<file path="src/rtl/pc_ras.sv">
// Program counter with fetch stall and a circular return-address stack.
// Define PC_TRAP_EN to add the trap input, the trap vector and the epc output.
module pc_ras #(
  parameter int                XLEN      = 16,
  parameter int                IMM_W     = 7,
  parameter int                RAS_DEPTH = 4,
  parameter logic [XLEN-1:0]   RESET_VEC = '0
`ifdef PC_TRAP_EN
  ,
  parameter logic [XLEN-1:0]   TRAP_VEC  = XLEN'(16'h0004)
`endif
) (
  input  logic                             clk,
  input  logic                             reset,
  input  logic                             stall_i,
  input  logic [2:0]                       sel_i,
  input  logic [IMM_W-1:0]                 imm_i,
  input  logic [XLEN-1:0]                  alu_out_i,
`ifdef PC_TRAP_EN
  input  logic                             trap_i,
  output logic [XLEN-1:0]                  epc_o,
`endif
  output logic [XLEN-1:0]                  pc_o,
  output logic [$clog2(RAS_DEPTH+1)-1:0]   ras_count_o,
  output logic                             ras_ovf_o,
  output logic                             ras_unf_o
);

  localparam int PTR_W = $clog2(RAS_DEPTH);
  localparam int CNT_W = $clog2(RAS_DEPTH+1);

  localparam logic [2:0] SEL_SEQ    = 3'b000;
  localparam logic [2:0] SEL_BRANCH = 3'b001;
  localparam logic [2:0] SEL_JALR   = 3'b010;
  localparam logic [2:0] SEL_CALL   = 3'b011;
  localparam logic [2:0] SEL_RET    = 3'b100;

  logic [XLEN-1:0]  pc_q, pc_d;
  logic [PTR_W-1:0] top_q, top_d;
  logic [CNT_W-1:0] cnt_q, cnt_d;
  logic             ovf_q, ovf_d;
  logic             unf_q, unf_d;
  logic             push;
  logic [XLEN-1:0]  ras_q [RAS_DEPTH];

  logic [XLEN-1:0]  pc_plus1;
  logic [XLEN-1:0]  imm_sext;
  logic [PTR_W-1:0] top_inc;
  logic [PTR_W-1:0] top_dec;

`ifdef PC_TRAP_EN
  logic [XLEN-1:0]  epc_q, epc_d;
`endif

  assign pc_plus1 = pc_q + XLEN'(1);
  assign imm_sext = {{(XLEN-IMM_W){imm_i[IMM_W-1]}}, imm_i};
  // Depth is a power of two, so pointer arithmetic wraps for free.
  assign top_inc  = top_q + PTR_W'(1);
  assign top_dec  = top_q - PTR_W'(1);

  always_comb begin
    pc_d  = pc_q;
    top_d = top_q;
    cnt_d = cnt_q;
    ovf_d = 1'b0;
    unf_d = 1'b0;
    push  = 1'b0;
`ifdef PC_TRAP_EN
    epc_d = epc_q;
`endif
    if (!stall_i) begin
      case (sel_i)
        SEL_SEQ:    pc_d = pc_plus1;
        SEL_BRANCH: pc_d = pc_plus1 + imm_sext;
        SEL_JALR:   pc_d = alu_out_i;
        SEL_CALL: begin
          pc_d  = alu_out_i;
          push  = 1'b1;
          top_d = top_inc;
          // Full stack: the new entry lands on the oldest one.
          if (cnt_q == CNT_W'(RAS_DEPTH)) ovf_d = 1'b1;
          else                             cnt_d = cnt_q + CNT_W'(1);
        end
        SEL_RET: begin
          if (cnt_q != '0) begin
            pc_d  = ras_q[top_q];
            top_d = top_dec;
            cnt_d = cnt_q - CNT_W'(1);
          end else begin
            pc_d  = alu_out_i;
            unf_d = 1'b1;
          end
        end
        default:    pc_d = pc_plus1;
      endcase
    end
`ifdef PC_TRAP_EN
    if (trap_i) begin
      pc_d  = TRAP_VEC;
      epc_d = pc_q;
      top_d = top_q;
      cnt_d = cnt_q;
      ovf_d = 1'b0;
      unf_d = 1'b0;
      push  = 1'b0;
    end
`endif
  end

  always_ff @(posedge clk or negedge reset) begin
    if (!reset) begin
      pc_q  <= RESET_VEC;
      top_q <= '0;
      cnt_q <= '0;
      ovf_q <= 1'b0;
      unf_q <= 1'b0;
`ifdef PC_TRAP_EN
      epc_q <= '0;
`endif
    end else begin
      pc_q  <= pc_d;
      top_q <= top_d;
      cnt_q <= cnt_d;
      ovf_q <= ovf_d;
      unf_q <= unf_d;
`ifdef PC_TRAP_EN
      epc_q <= epc_d;
`endif
    end
  end

  // Entry storage needs no reset; validity is tracked by cnt_q.
  always_ff @(posedge clk) begin
    if (push) ras_q[top_inc] <= pc_plus1;
  end

  assign pc_o        = pc_q;
  assign ras_count_o = cnt_q;
  assign ras_ovf_o   = ovf_q;
  assign ras_unf_o   = unf_q;
`ifdef PC_TRAP_EN
  assign epc_o       = epc_q;
`endif

endmodule

</file>
<file path="config.mk">
export PLATFORM = sky130hd
export DESIGN_NAME = pc_ras
export DESIGN_NICKNAME = d
export VERILOG_FILES = /design/src/rtl/pc_ras.sv
export SDC_FILE = /design/constraint.sdc
export NUM_CORES = 1
export LEC_CHECK = 0
export ABC_CLOCK_PERIOD_IN_PS = 6500
export CAP_MARGIN = 20
export CORE_UTILIZATION = 57
export CTS_CLUSTER_SIZE = 10
export DETAILED_ROUTE_END_ITERATION = 16
export GPL_TIMING_DRIVEN = 0
export HOLD_SLACK_MARGIN = 0.15
export PLACE_DENSITY = 0.92
export SLEW_MARGIN = 20
export SYNTH_ARGS = -nofsm -noshare
export SYNTH_HDL_FRONTEND = slang
export SYNTH_SLANG_ARGS = --single-unit
</file>
<file path="constraint.sdc">
create_clock -name clk -period 6.5 [get_ports clk]
set_input_delay 1.95 -clock clk [delete_from_list [all_inputs] [get_ports clk]]
set_output_delay 1.95 -clock clk [all_outputs]
set_load 0.01 [all_outputs]
</file>
==> results of run 1 <==
metrics by stage:
step           std cells  setup WS (ps)  utilization (%)  hold WS, ps  cell area (um2)
6_report             563           1850             69.0          554             5670
3_3_place_gp         547           1700             66.4          515             5450
2_1_floorplan        394           2590                -          545             4840
5_1_grt              563           1770             69.0          580             5670
4_1_cts              563           1930             69.0          548             5670
3_5_place_dp         547           1610             66.4          531             5450
final timing paths:
check | from | endpoint | slack (ps)
max in group asynchronous | reset | pc_o[6] | 4550
min in group asynchronous | reset | pc_o[2] | 1560
hold / removal | ras_count_o[2] | ras_count_o[2] | 550
setup reg to reg | pc_o[0] | pc_o[12] | 2870
setup / recovery | imm_i[0] | pc_o[12] | 1850
hold reg to reg | ras_count_o[2] | ras_count_o[2] | 550
power by group:
| part | switching (mW) | internal [mW] | total, mW |
|---|---|---|---|
| clock | 0.210 | 0.219 | 0.429 |
| sequential | 0.0814 | 0.689 | 0.771 |
| combinational | 0.454 | 0.370 | 0.824 |
cells in the final DEF, fill, tap and decap left out, types with 5 or more instances in the layout:
cell,count
a211oi_1,7
a21oi_1,22
a221oi_1,12
a31oi_1,7
and2_1,6
buf_2,6
clkbuf_1,13
clkbuf_8,9
clkdlybuf4s50_1,47
dfrtp_1,23
edfxtp_1,64
ha_1,23
inv_1,18
mux4_2,16
nand2_1,25
nand2b_1,6
nand3_1,5
nor2_1,26
nor3_1,11
o21ai_0,18
o31ai_1,6
xnor2_1,17
xor2_1,11
final cells by class:
cell class	instances	share of cell area [%]
plain buffers	18	1.30
clock buffers	10	2.25
clock inverters	6	1.63
inverters	18	1.19
multi-input cells	271	38.9
flip-flops and latches	87	44.1
well taps	105	2.32
repair buffers	48	8.39
worst register-to-register path, cell delays in order (launching register included):
cell and delay [ps]:
dfrtp_1 470, ha_1 290, nand2_1 120, or3_1 420
xnor2_1 480, ha_1 390, o211ai_1 180, nand2_1 140
o2111ai_1 150, a32oi_1 140, xnor2_1 190, nand2b_1 200
a221oi_1 350
flip-flops by register name, summed over array words and instances, names as in the netlist:
name	cells
ras_q	64
pc_o	16
ras_count_o	3
top_q	2
ras_ovf_o	1
ras_unf_o	1
layer usage:
metal,vias to the layer above,share of wire [%],GRT usage (%)
met2,221,49,48.4
met5,-,0,0
met1,1862,40,39.5
li1,1634,-,-
met3,28,7.6,4.69
met4,0,2.9,15.5
logic make-up (layout without fill, tap and decap cells):
| kind of cell | count (synthesis) | count (layout) | share of synthesized area [%] |
|---|---|---|---|
| buffers and inverters | 36 | 100 | 2.92 |
| DFF | 87 | 87 | 51.6 |
| and+or+nand+nor | 96 | 96 | 10.7 |
| muxes | 19 | 19 | 8.12 |
| xor gates and xnor gates | 29 | 29 | 5.63 |
| AOI/OAI and AO/OA | 102 | 102 | 14.3 |
| adders and majority gates | 25 | 25 | 6.77 |
==> results.ini, run 1 <==
[sta]
setup_violations=0
skew_ps=11.9
hold_viol=0
fmax_mhz=215
fin_crit_ps=4650
rsz0062_at_grt=false
timing.final.crit_share_pct=71.5
slew_headroom_pct=31.7
slew_violations=0
final.setup.tns_ps=0
tightest_slew_ps=1020

[logic_synthesis]
ys_seq_area_share_pct=51.6
avgSynthCellArea_um2=12.3
synth_ff_type=edfxtp_1
yosysTopAreaCellShare_pct=39.7
syn_nets=448
yosysMostFrequentCell=edfxtp_1
synth_cells=394
yosysTopAreaCell=edfxtp_1
netlist_area_mm2=0.00484
yosysUniqueCellTypes=54
synth-edff-count=64
ys_ff_latch=87
yosysWarnings=0
synthArstFlopShare_pct=26.4
synth_area_leaders=edfxtp_1 (40%), dfrtp_1 (12%), mux4_2 (7.4%), ha_1 (5.9%), xnor2_1 (3.1%)
yosys-top-cells-count=edfxtp_1 (64), nor2_1 (26), nand2_1 (25)

[setup_path]
path_max_fanout=7
crit_chain=clkdlybuf4s50_1 -> ha_1 -> inv_1 -> fa_1 -> nand2b_1 -> a21oi_1 -> o2111ai_1 -> a32oi_1 -> xnor2_1 -> nand2b_1 -> a221oi_1
critPathSlowestCell=clkdlybuf4s50_1
slowest_delay_ps=470
ff2ff_path_depth=12
cp.required_ps=6750
start_kind=input pin
crit_arrival_ps=4900
crit_type=in -> reg
crit_path_end_kind=register
path_common_cell=nand2b_1
path_depth=11
crit_family=compound AO/OA/AOI/OAI gates
critical_path_buf_inv_count=2

[clocking]
clk_pin_slew_ps=90
cts_made_buffers=9
htree_levels=3
clk_path_buf_depth=2
cts_resized=0
cts_root_buf=clkbuf_8
cts_hold_buf=0
cts_setup_buffers=0
clock-sinks=87
clk_latency_ps=370
cts_tree=done

[grt]
grt_pass1_wl_um=19200
grt_pass1_vias=3657
grtUsageTotal_pct=30.1
antenna_found_initial=0
grt-ovfl-total=0
grt_max_degree=24

[drt]
postRouteAntennaNets=0
routed-via-count=3745
drtPass1Iterations=5
via_per_inst=6.65
drt_wl_total_um=12700
post_drt_wl_per_cell_um=22.6
first_iter_violations=310
drc_errors=0

[floorplan]
core_mm2=0.00822
io_pins=50
num_rows=33
die-area_mm2=0.00887
die_x_um=94.2
fp.dieH_um=94.2
initial_core_util_pct=58.9

[layout]
drive_gt1_share_pct=10.9
syn_to_final_growth_pct=17.1
diodes=0
multi_input_area_mm2=0.00220
num-nets-final=507
final-seq-area_mm2=0.00250
n_fill_cell=571

[power_and_ir_drop]
finalPower_mw=2.02
peakVddDrop_mv=0.154
p_per_area_mw_per_mm2=357
cellLeakagePower_nw=2.07

[min_path]
min_path_cells=1
worst_hold_path_type=reg -> reg

[flow_run]
max_cap_violations=0

[placed_design]
hpwl_um=8370
port_buffers=48
gp_congestion=0.963

[outcome]
status=finished, final reports clean

Note: power is estimated with default switching activity, not from simulation.
==> run 2, diff against run 1 <==
--- a/config.mk
+++ b/config.mk
@@ -5,7 +5,7 @@
 export SDC_FILE = /design/constraint.sdc
 export NUM_CORES = 1
 export LEC_CHECK = 0
-export ABC_CLOCK_PERIOD_IN_PS = 6500
+export ABC_CLOCK_PERIOD_IN_PS = 4300
 export CAP_MARGIN = 20
 export CORE_UTILIZATION = 57
 export CTS_CLUSTER_SIZE = 10
==> constraint.sdc (replaced) <==
create_clock -name clk -period 4.3 [get_ports clk]
set_input_delay 1.29 -clock clk [delete_from_list [all_inputs] [get_ports clk]]
set_output_delay 1.29 -clock clk [all_outputs]
set_load 0.01 [all_outputs]
==> results of run 2 <==
The final DEF is identical to that of run 1. Status: finished, final reports clean.
Among the figures that moved: setup slack after placement 1610 ps -> 71.6 ps; setup slack after layout 1850 ps -> 314 ps; register-to-register setup slack 2870 ps -> 670 ps; total power 2.02 mW -> 3.06 mW; worst IR drop on VDD 0.154 mV -> 0.232 mV
==> run 3, diff against run 2 <==
--- a/config.mk
+++ b/config.mk
@@ -7,6 +7,7 @@
 export LEC_CHECK = 0
 export ABC_CLOCK_PERIOD_IN_PS = 4300
 export CAP_MARGIN = 20
+export CORE_MARGIN = 2
 export CORE_UTILIZATION = 57
 export CTS_CLUSTER_SIZE = 10
 export DETAILED_ROUTE_END_ITERATION = 16
==> results.ini, run 3 (same netlist as run 1, synthesis figures left out) <==
[layout]
num-nets-final=507  ; unchanged
diodes=0  ; unchanged
design_area_mm2=0.00564  ; -0.53%
n_fill_cell=617  ; +8.1%
regMostFlops=ras_q
syn_to_final_growth_pct=16.5
final_common_cell=edfxtp_1
final_core_util_pct=68.6  ; -0.37 points
final-seq-area_mm2=0.00250  ; unchanged
largest_reg_flops=64  ; unchanged
drive_gt1_share_pct=10.7  ; -0.22 points
multi_input_area_mm2=0.00220  ; unchanged
final_cell_mix=edfxtp_1 (64), clkdlybuf4s50_1 (47), nor2_1 (26)

[setup_path]
crit_chain=clkdlybuf4s50_1 -> ha_1 -> inv_1 -> fa_1 -> nand2b_1 -> a21oi_1 -> o2111ai_1 -> a32oi_1 -> xnor2_1 -> nand2b_1 -> a221oi_1
crit_type=in -> reg
r2r_slack_ps=620
critPathSlowestCell=a21oi_1
path_common_cell=nand2b_1
cp.required_ps=4550
start_kind=input pin
r2r_start=pc_o[0]
critical_path_buf_inv_count=2  ; unchanged
ff2ff_path_depth=12  ; unchanged
path_max_fanout=7  ; unchanged
crit_arrival_ps=4280
slowest_delay_ps=480  ; about the same
regToRegEndpoint=pc_o[15]
crit_path_end_kind=register
crit_family=compound AO/OA/AOI/OAI gates

[sta]
skew_ps=8.88  ; -2.99 ps
slew_violations=0  ; unchanged
tightest_slew_ps=1030  ; +1.82 ps
rsz0062_at_grt=false
setup_slack_ps=273
hold_viol=0  ; unchanged
fmax_mhz=248
fin_crit_ps=4030
setup_violations=0  ; unchanged
hold-worst-slack_ps=545  ; -8.84 ps
timing.final.crit_share_pct=93.7
slew_headroom_pct=31.6  ; -0.12 points

[drt]
drt_wl_total_um=12500  ; -1.2%
routed-via-count=3695  ; -1.3%
first_iter_violations=504  ; +63%
drtPass1Iterations=5  ; unchanged
postRouteAntennaNets=0  ; unchanged
via_per_inst=6.56  ; -1.3%
drc_errors=0  ; unchanged
post_drt_wl_per_cell_um=22.3  ; -1.2%

[placed_design]
hpwl_um=8810  ; +5.3%
placed_area_mm2=0.00545  ; about the same
gp_congestion=0.929  ; -3.5%
port_buffers=48  ; unchanged
dpl_worst_slack_ps=-1.27

[power_and_ir_drop]
peakVddDrop_mv=0.273
p_switching_mw=1.09
p_sw_share_pct=36.7
clockPowerShare_pct=18.9  ; -2.3 points
p_int_mw=1.87
finalPower_mw=2.96
p_per_area_mw_per_mm2=524
p_seq_share_pct=39.3  ; +1.2 points
p_comb_share_pct=41.8  ; +1.1 points
cellLeakagePower_nw=2.06  ; -0.65%

[clocking]
cts_root_buf=clkbuf_8
clk_path_buf_depth=2  ; unchanged
clk_latency_ps=360  ; about the same
clk_pin_slew_ps=90  ; about the same
cts_resized=0  ; unchanged
cts_tree=done
cts_made_buffers=9  ; unchanged
cts_setup_buffers=0  ; unchanged
cts_hold_buf=0  ; unchanged
htree_levels=3  ; unchanged
clock-sinks=87  ; unchanged

[floorplan]
die_x_um=96.2  ; +2.1%
initial_core_util_pct=58.9  ; unchanged
num_rows=33  ; unchanged
die-area_mm2=0.00925  ; +4.3%
core_mm2=0.00822  ; unchanged
fp.dieH_um=96.2  ; +2.1%
io_pins=50  ; unchanged

[flow_run]
max_cap_violations=0  ; unchanged

[grt]
grtUsageTotal_pct=29.8  ; -0.38 points
grt_pass1_wl_um=19800  ; +2.9%
antenna_found_initial=0  ; unchanged
grt_pass1_vias=3764  ; +2.9%
grt_max_degree=24  ; unchanged
grt-ovfl-total=0  ; unchanged

[min_path]
min_path_cells=1  ; unchanged
min_from=ras_count_o[2]
worst_hold_path_type=reg -> reg
holdPathEnd=ras_count_o[2]

[outcome]
status=finished, final reports clean

## run 3: cell count changes in the layout (fill, tap and decap cells not counted)
cell and change:
bufinv_16 -1, clkinv_2 +1, inv_6 -1, clkbuf_1 +1
## run 3: worst max-delay path by stage
stage	cells after the start	to	slack (ps)	from
6_report	11	pc_o[12]	270	imm_i[0]
5_1_grt	11	pc_o[12]	10	imm_i[0]
4_1_cts	11	pc_o[12]	360	imm_i[0]
3_5_place_dp	11	pc_o[12]	-1	imm_i[0]
3_3_place_gp	11	pc_o[12]	150	imm_i[0]
2_1_floorplan	10	pc_o[12]	1050	imm_i[0]
## run 3: final cells by class
cell class / instances / share of cell area [%]
Tap cell: 105 / 2.33
Clock buffer: 11 / 2.33
Buffer: 18 / 1.31
Sequential cell: 87 / 44.3
Timing Repair Buffer: 48 / 8.43
Multi-Input combinational cell: 271 / 39.1
Clock inverter: 5 / 1.04
Inverter: 18 / 1.20
## run 3: per-layer routing
metal | up-vias | share of wire (%) | GRT usage (%)
met2 | 216 | 47 | 47.3
li1 | 1633 | - | -
met1 | 1795 | 39 | 38.9
met4 | 0 | 4.0 | 15.0
met5 | - | 0 | 0
met3 | 51 | 9.4 | 5.95
## run 3: per-stage QoR
stage          setup TNS, ps  std cells
6_report                   0        563
3_3_place_gp               0        547
5_1_grt                    0        563
2_1_floorplan              0        394
3_5_place_dp           -1.27        547
4_1_cts                    0        563
## run 3: power groups by stage
stage	clock network [mW]	logic, mW	registers, mW
3_5_place_dp	0	1.20	1.18
3_3_place_gp	0	1.16	1.17
6_report	0.559	1.24	1.16
5_1_grt	0.592	1.35	1.17
4_1_cts	0.562	1.22	1.16
2_1_floorplan	0	0.800	1.17
==> edit, RTL diff (flow settings as in run 2) <==
Remove the case item `SEL_RET` of the case on `sel_i`.
--- a/src/rtl/pc_ras.sv
+++ b/src/rtl/pc_ras.sv
@@ -82,14 +82,4 @@
           else                             cnt_d = cnt_q + CNT_W'(1);
         end
-        SEL_RET: begin
-          if (cnt_q != '0) begin
-            pc_d  = ras_q[top_q];
-            top_d = top_dec;
-            cnt_d = cnt_q - CNT_W'(1);
-          end else begin
-            pc_d  = alu_out_i;
-            unf_d = 1'b1;
-          end
-        end
         default:    pc_d = pc_plus1;
       endcase
Function: changed (Yosys sat finds a counterexample within 4 cycles, from zero or initial values and one cycle with reset low).
==> edit against run 2 <==
- cell count down 34%
- critical endpoint unchanged
- routed wire length down 51%
- synthesized area down 54%
- sequential power down 72%
- total power down 56%
- sequential cell count down 67
- worst setup slack better by 210 ps
- via count down 36%
- final area down 50%
- global-route usage up 1.6 points
- count of clock-buffer cells in the layout down 7
- maximum frequency up 5.6%
==> edit: results (changes against run 2) <==
The tools report the final layout net count as 377 (was 507). Adder and majority gate portion of the synthesized area: 12.7% (was 6.77%). The run gives 2760 sq um (was 5450 sq um) as the total placed instance area.

For the headroom to the max-slew limit, the log shows 56.9% (was 31.7%). The proportion of register bits with asynchronous set or reset after synthesis works out to 100% (was 26.4%). The run gives 500 sq um (was 2500 sq um) as the sequential cell area. The logs give 9 (was 5) for the number of search-and-repair iterations in the first detailed-routing pass and 268 ps (was 71.6 ps) for the worst setup slack after placement. Post-detailed-placement half-perimeter wirelength: 4740 um (was 8370 um). For the final estimated routing congestion in global placement, the log shows 0.878 (was 0.963). The distinct cell type count after synthesis was 56 (was 54); the share of layout cells above drive strength 1 was 6.15% (was 10.9%). The logs give 6230 um (was 12700 um) for the final wirelength and 3 (was 9) for the number of CTS-inserted buffers. The share of cell area taken by muxes after synthesis was 2.31% (was 8.12%). The flow ran to the end, and the final reports show no timing, DRC or antenna violations.

The largest fanout of any net on the critical path was 4 (was 7); the leakage component of the power was 0.00118 uW (was 0.00207 uW). For the iteration-0 DRC count of the detailed router, the log shows 329 (was 310). Endpoint of the lowest-slack register-to-register path: pc_o[13] (was pc_o[12]). Leading post-synthesis cells by instance count: nand2_1, ha_1, dfrtp_1 (was edfxtp_1, nor2_1, nand2_1).

The fraction of the yosys area taken by sequential cells is 22.5% (was 51.6%). The run gives 2398 (was 3745) as the total via count in the routed design. The run gives 10200 um (was 19200 um) as the global-route wire length before repair. The xor/xnor cell area share of the yosys netlist works out to 8.68% (was 5.63%).

The flip-flop count of the largest register after layout was 16 (was 64). The minimum clock period was 3770 ps (was 3990 ps). The fraction of the mapped netlist area in compound gates works out to 27.6% (was 14.3%).

The clock latency on the worst-skew pair is 270 ps (was 370 ps). The run gives 1 (was 3) as the total number of H-tree levels. The effective utilization at floorplan was 60.2% (was 58.9%). The overall routing resource usage came out at 31.7% (was 30.1%).
[edit: power breakdown]
| group | switching [uW] | internal (uW) | total, uW |
|---|---|---|---|
| Clock | 74.8 | 124 | 199 |
| Sequential | 83.9 | 241 | 325 |
| Combinational | 417 | 392 | 808 |
| Total | 575 | 757 | 1330 |
[edit: metal layers]
layer | GRT usage [%] | vias up | part of all wire, %
met5 | 0 | - | 0
met4 | 14.4 | 0 | 2.7
li1 | - | 1120 | -
met3 | 4.05 | 26 | 7.7
met1 | 41.4 | 1129 | 42
met2 | 52.0 | 123 | 48
[edit: layout make-up]
type / instances / share of cell area [%]
clock inverter: 1 / 1.06
inverter: 13 / 1.73
clock buffer: 3 / 1.46
tap: 48 / 2.12
sequential: 20 / 17.7
multi-input combinational: 230 / 57.6
buffer: 10 / 1.50
timing repair buffer: 48 / 16.8
[edit: worst min path at each step]
stage	from	endpoint	slack (ps)	cells past startpoint
floorplan	ras_count_o[2]	ras_count_o[2]	530	1
global placement	ras_count_o[2]	ras_count_o[2]	480	1
detailed placement	ras_count_o[2]	ras_count_o[2]	490	1
CTS	ras_count_o[2]	ras_count_o[2]	510	1
global route	ras_count_o[2]	ras_count_o[2]	520	1
finish	ras_count_o[2]	ras_count_o[2]	510	1
[edit: per-stage QoR]
stage	hold WS (ps)	power (uW)	cells
finish	511	1330	373
global route	521	1430	373
CTS	506	1320	373
detailed placement	495	1120	369
global placement	482	1090	369
floorplan	525	852	273
[edit: worst max-delay path, cell delays in order]
cell and delay (ps):
clkdlybuf4s50_1 460, ha_1 230, inv_1 70, fa_1 400, and2b_1 240, o2111ai_1 170, a21oi_2 270, o211ai_1 220
and4_1 240, or3_1 330
